### src/rtl/aes_ctr_sarmal.sv
// aes_ctr_sarmal -- CTR-mode wrapper in front of an in-order, fixed-latency ECB
// aes_engine. It holds the counter, parks each plaintext block in a FIFO while
// its keystream is computed, XORs the returned keystream with it, and queues
// the ciphertext behind a backpressured output.
//
// Build option: define AES_CTR_TASMA_KILIT_EN to block new blocks after the
// counter wraps, until iv_yukle reloads the counter. This prevents keystream
// reuse. Without it the counter wraps silently and only tasma reports it.
//
// Ports:
//   clk, rst           clock, asynchronous active-high reset
//   anahtar            key, forwarded unregistered to m_anahtar
//   iv, iv_yukle       counter load value / load strobe
//   blok, g_gecerli    plaintext block / valid; hazir = accept ready
//   sifre, c_gecerli   ciphertext head (0 when empty) / valid; c_hazir = ready
//   tasma, hata        sticky counter-wrap / stray engine-return flags
//   m_anahtar, m_blok, m_gecerli, m_hazir      engine request side
//   m_sifre, m_c_gecerli                       engine keystream return
module aes_ctr_sarmal #(
   parameter int BLOK_W   = 128,
   parameter int SAYAC_W  = 32,
   parameter int DERINLIK = 8
) (
   input  logic              clk,
   input  logic              rst,
   input  logic [BLOK_W-1:0] anahtar,
   input  logic [BLOK_W-1:0] iv,
   input  logic              iv_yukle,
   input  logic [BLOK_W-1:0] blok,
   input  logic              g_gecerli,
   output logic              hazir,
   output logic [BLOK_W-1:0] sifre,
   output logic              c_gecerli,
   input  logic              c_hazir,
   output logic              tasma,
   output logic              hata,
   output logic [BLOK_W-1:0] m_anahtar,
   output logic [BLOK_W-1:0] m_blok,
   output logic              m_gecerli,
   input  logic              m_hazir,
   input  logic [BLOK_W-1:0] m_sifre,
   input  logic              m_c_gecerli
);

   localparam int PTR_W = $clog2(DERINLIK);
   localparam int CNT_W = $clog2(DERINLIK) + 1;
   localparam logic [CNT_W:0] DERIN_L = (CNT_W+1)'(DERINLIK);

   logic [BLOK_W-1:0] sayac_q, sayac_d;
   logic              tasma_q, tasma_d;
   logic              hata_q, hata_d;

   logic [BLOK_W-1:0] pt_mem_q [DERINLIK];
   logic [PTR_W-1:0]  pt_wr_q, pt_wr_d, pt_rd_q, pt_rd_d;
   logic [CNT_W-1:0]  pt_cnt_q, pt_cnt_d;

   logic [BLOK_W-1:0] out_mem_q [DERINLIK];
   logic [PTR_W-1:0]  out_wr_q, out_wr_d, out_rd_q, out_rd_d;
   logic [CNT_W-1:0]  out_cnt_q, out_cnt_d;

   logic [CNT_W:0]    kredi;
   logic              kilit, kabul, donus, pt_bos, out_pop;

`ifdef AES_CTR_TASMA_KILIT_EN
   assign kilit = tasma_q;
`else
   assign kilit = 1'b0;
`endif

   // Credit covers both queues, so a keystream return always finds room
   // in the output FIFO even when downstream is stalled.
   assign kredi = DERIN_L - ({1'b0, pt_cnt_q} + {1'b0, out_cnt_q});

   assign hazir     = ~rst & m_hazir & (kredi != '0) & ~iv_yukle & ~kilit;
   assign kabul     = g_gecerli & hazir;
   assign m_gecerli = kabul;
   assign m_blok    = sayac_q;
   assign m_anahtar = anahtar;

   assign pt_bos    = (pt_cnt_q == '0);
   // A return with nothing parked has no plaintext to pair with: drop it.
   assign donus     = m_c_gecerli & ~pt_bos;

   assign c_gecerli = (out_cnt_q != '0);
   assign sifre     = c_gecerli ? out_mem_q[out_rd_q] : '0;
   assign out_pop   = c_gecerli & c_hazir;

   assign tasma     = tasma_q;
   assign hata      = hata_q;

   always_comb begin
      sayac_d = sayac_q;
      tasma_d = tasma_q;
      hata_d  = hata_q;
      // iv_yukle and an accept never coincide: hazir is low during a load.
      if (iv_yukle) begin
         sayac_d = iv;
         tasma_d = 1'b0;
      end else if (kabul) begin
         sayac_d[SAYAC_W-1:0] = sayac_q[SAYAC_W-1:0] + 1'b1;
         if (&sayac_q[SAYAC_W-1:0]) tasma_d = 1'b1;
      end
      if (m_c_gecerli && pt_bos) hata_d = 1'b1;
   end

   always_comb begin
      pt_wr_d   = pt_wr_q;
      pt_rd_d   = pt_rd_q;
      pt_cnt_d  = pt_cnt_q;
      out_wr_d  = out_wr_q;
      out_rd_d  = out_rd_q;
      out_cnt_d = out_cnt_q;
      if (kabul)   pt_wr_d  = pt_wr_q + 1'b1;
      if (donus)   pt_rd_d  = pt_rd_q + 1'b1;
      if (donus)   out_wr_d = out_wr_q + 1'b1;
      if (out_pop) out_rd_d = out_rd_q + 1'b1;
      case ({kabul, donus})
         2'b10:   pt_cnt_d = pt_cnt_q + 1'b1;
         2'b01:   pt_cnt_d = pt_cnt_q - 1'b1;
         default: ;
      endcase
      case ({donus, out_pop})
         2'b10:   out_cnt_d = out_cnt_q + 1'b1;
         2'b01:   out_cnt_d = out_cnt_q - 1'b1;
         default: ;
      endcase
   end

   always_ff @(posedge clk or posedge rst) begin
      if (rst) begin
         sayac_q   <= '0;
         tasma_q   <= 1'b0;
         hata_q    <= 1'b0;
         pt_wr_q   <= '0;
         pt_rd_q   <= '0;
         pt_cnt_q  <= '0;
         out_wr_q  <= '0;
         out_rd_q  <= '0;
         out_cnt_q <= '0;
      end else begin
         sayac_q   <= sayac_d;
         tasma_q   <= tasma_d;
         hata_q    <= hata_d;
         pt_wr_q   <= pt_wr_d;
         pt_rd_q   <= pt_rd_d;
         pt_cnt_q  <= pt_cnt_d;
         out_wr_q  <= out_wr_d;
         out_rd_q  <= out_rd_d;
         out_cnt_q <= out_cnt_d;
      end
   end

   // Storage carries no reset; occupancy counters decide what is valid.
   always_ff @(posedge clk) begin
      if (kabul) pt_mem_q[pt_wr_q] <= blok;
      if (donus) out_mem_q[out_wr_q] <= m_sifre ^ pt_mem_q[pt_rd_q];
   end

endmodule
### config.mk
export PLATFORM = sky130hd
export DESIGN_NAME = aes_ctr_sarmal
export DESIGN_NICKNAME = d
export VERILOG_FILES = /design/src/rtl/aes_ctr_sarmal.sv
export SDC_FILE = /design/constraint.sdc
export NUM_CORES = 2
export LEC_CHECK = 0
export ABC_CLOCK_PERIOD_IN_PS = 42500
export CORE_ASPECT_RATIO = 0.6
export CORE_MARGIN = 2
export CORE_UTILIZATION = 35
export CTS_CLUSTER_DIAMETER = 100
export DETAILED_ROUTE_END_ITERATION = 7
export GPL_TIMING_DRIVEN = 0
export SYNTH_ARGS = -nofsm -noshare
export SYNTH_HDL_FRONTEND = slang
export SYNTH_SLANG_ARGS = --single-unit
### constraint.sdc
create_clock -name clk -period 42.5 [get_ports clk]
set_input_delay 4.25 -clock clk [delete_from_list [all_inputs] [get_ports clk]]
set_output_delay 4.25 -clock clk [all_outputs]
set_load 0.02 [all_outputs]
==> flow_summary.json <==
{
  "synth_ff_type": "edfxtp_1",
  "insertion_delay_ns": 0.87,
  "syn_avg_cell_area_um2": 21.7,
  "vias": 43716,
  "clock_path_buffers": 4,
  "synth_nets": 4487,
  "fillers": 20667,
  "max_stage_delay_ns": 0.82,
  "arrival_ns": 7.44,
  "drtPass1Iterations": 5,
  "grt_first_pass_wirelength_um": 336000,
  "finalHoldViolations": 0,
  "grt_max_degree": 103,
  "first_iter_violations": 4329,
  "maxSlewViolCount": 0,
  "drive_gt1_frac": 0.257,
  "worst_setup_path_start_kind": "primary input",
  "synth_cell_type_count": 55,
  "yosysWarnings": 0,
  "fin_crit_sh": 0.275,
  "final_nets": 5743,
  "synthArstFlopShare": 0.0682,
  "ys_seq_area_frac": 0.760,
  "crit_slowest_cell": "nor3b_1",
  "cts_resized": 0,
  "htreeDepth": 4,
  "cts_made_buffers": 212,
  "setup_viol": 0,
  "rsz0062_at_grt": "false",
  "synth_area_um2": 85800,
  "start_util": 0.353,
  "synth_cells": 3947,
  "drc": 0,
  "routedWlPerCell_um": 27.7,
  "run_status": "finished, final reports clean",
  "slew_headroom": 0.258,
  "grt_pass1_vias": 44051,
  "cts.sinks": 2198,
  "place_congestion": 0.846,
  "ios": 908,
  "hp-class": "reg -> reg",
  "cap_viol_max_count": 0,
  "critPathKind": "in -> out",
  "cp_max_fo": 10,
  "peakVddDrop_v": 0.0000370,
  "fp.dieArea_um2": 249000,
  "skew_ns": 0.0859,
  "hold_buffers": 0,
  "antenna_found_initial": 71,
  "dp_slack_ns": 31.00,
  "cts_tree": "done",
  "crit_top_cell": "clkdlybuf4s50_1",
  "timing.fmax_mhz": 85.6,
  "clockRootBuffer": "clkbuf_16",
  "gr-total-overflow": 0,
  "ant_nets": 0,
  "power_per_cell_area_nw_per_um2": 68.4,
  "dieHeight_um": 388,
  "worst_pin_slew_ns": 1.11,
  "placementRows": 140,
  "synthToLayoutAreaGrowth_pct": 25.3,
  "drt-total-wl_um": 239000,
  "path_cells": "clkdlybuf4s50_1, nor3b_1, nand2_1, or3_4, buf_6, inv_2, clkdlybuf4s50_1",
  "cts.repair_timing.setup_buffer_count": 0,
  "reg2reg_slack_ns": 36.89,
  "setup_ws_ns": 30.81,
  "fin_setup_tns_ns": 0,
  "endpoint_kind": "primary output",
  "synth_seq_cells": 2198,
  "die_w_um": 643,
  "dpl.hpwl_um": 175000,
  "io_buffers": 778,
  "clk_pin_slew_ns": 0.06,
  "synth-edff-count": 2048,
  "detail_route.vias_per_cell": 5.06,
  "core_area_um2": 243000,
  "required_ns": 38.25,
  "p_leak_nw": 35.6,
  "period_needed_ns": 11.69,
  "track_usage": 0.188
}
-- per-layer routing --
| metal | vias to the layer above | track usage | wire (um) |
|---|---|---|---|
| li1 | 18579 | - | - |
| met1 | 23306 | 0.264 | 104000 |
| met2 | 1393 | 0.304 | 115000 |
| met3 | 404 | 0.0357 | 14200 |
| met4 | 34 | 0.0431 | 5820 |
| met5 | - | 0 | 191 |
-- where the power goes --
part           leakage (nW)  total (W)  switching (W)  internal, W
logic                  12.1    0.00260        0.00153      0.00106
clock network          3.25    0.00185       0.000809      0.00104
registers              20.3    0.00290      0.0000606      0.00284
-- sequential cells by signal (all words and copies together), names as in the netlist --
signal,count
out_mem_q,1024
pt_mem_q,1024
m_blok,128
out_cnt_q,4
pt_cnt_q,4
out_rd_q,3
out_wr_q,3
pt_rd_q,3
pt_wr_q,3
hata,1
tasma,1
-- cell usage after synthesis, types with 4 or more instances --
cell type  instances  area share
or3_1             10     0.00073
nand3_1           27      0.0016
ha_1              18      0.0026
buf_2             49      0.0029
nand4_1            9     0.00066
o31ai_1            6     0.00052
o21ai_1            7     0.00041
o211ai_1           5     0.00044
nor3b_1            4     0.00035
inv_1             17     0.00074
nand2_1           50      0.0022
xnor2_1          143       0.015
or4_1             11     0.00096
mux2i_1          260       0.030
and3_1             5     0.00036
a31oi_1           13     0.00095
o21ai_0            4     0.00023
nor2_1           152      0.0066
dfrtp_1          150       0.044
a21oi_1            4     0.00023
buf_4            128       0.011
o311ai_1          10      0.0010
nor3_1            13     0.00076
xor2_1             6     0.00061
clkbuf_1         100      0.0044
edfxtp_1        2048        0.72
nor4_1             9     0.00066
mux2_2            98       0.013
buf_1             37      0.0016
mux4_2           512        0.13
-- layout by cell type, fill, tap and decap left out, types with 7 or more instances in the layout --
cell type / count
buf_2: 49
buf_12: 24
buf_8: 14
edfxtp_1: 2048
clkdlybuf4s50_1: 778
nand3_1: 27
clkbuf_1: 135
dfrtp_1: 150
nor3_2: 7
xnor2_1: 143
nor2_1: 148
buf_4: 203
or3_1: 10
o311ai_1: 10
clkbuf_16: 214
mux2i_1: 260
clkbuf_2: 10
mux4_2: 512
a31oi_1: 13
or4_1: 11
inv_1: 16
clkbuf_8: 8
buf_6: 151
ha_1: 18
bufinv_16: 17
mux2_2: 98
buf_1: 37
o21ai_1: 7
clkinv_1: 48
nand4_1: 9
clkinv_2: 28
nand2_1: 50
-- path summary, 6_finish.rpt --
kind	from	endpoint	depth (start not counted)
min in group asynchronous	rst	m_blok[108]	2
max in group asynchronous	rst	pt_rd_q[2]	3
worst min register to register	hata	hata	1
worst max-delay path	m_hazir	m_gecerli	7
worst min-delay path	hata	hata	1
worst max register to register	out_cnt_q[1]	pt_mem_q[1][89]	19
-- worst max-delay path: cells and delay by family --
family | cells | cell delay [ns]
buffers and inverters | 4 | 1.74
and+or+nand+nor | 3 | 1.42
-- cells by family (layout without fill, tap and decap cells) --
kind of cell | after synthesis | after routing | share of synthesized area
compound gates | 62 | 62 | 0.00510
flops | 2198 | 2198 | 0.760
buf+inv | 335 | 1756 | 0.0212
fa+ha+maj | 21 | 21 | 0.00332
other cells | 0 | 4 | 0
xor+xnor | 150 | 150 | 0.0154
simple gates | 311 | 311 | 0.0171
mux | 870 | 870 | 0.178
-- per-stage QoR --
step | utilization | cells | cell area (um^2) | power, W | hold slack (ns)
2_1_floorplan | - | 3947 | 85800 | 0.00448 | 0.468
3_3_place_gp | 0.402 | 7991 | 97700 | 0.00559 | 0.445
3_5_place_dp | 0.414 | 8255 | 101000 | 0.00559 | 0.456
4_1_cts | 0.442 | 8634 | 107000 | 0.00744 | 0.471
5_1_grt | 0.442 | 8637 | 108000 | 0.00765 | 0.484
6_report | 0.442 | 8638 | 108000 | 0.00735 | 0.466
-- area by class of cell --
class	instances	area, um^2	area share
Antenna cell	4	10.0	0.0000931
Multi-Input combinational cell	1414	18800	0.175
Buffer	317	1770	0.0164
Tap cell	3266	4090	0.0380
Clock inverter	112	1050	0.00974
Timing Repair Buffer	1042	10800	0.100
Sequential cell	2198	65300	0.607
Clock buffer	267	5630	0.0524
Inverter	18	75.1	0.000698
Power figures use the tool's default switching activity.
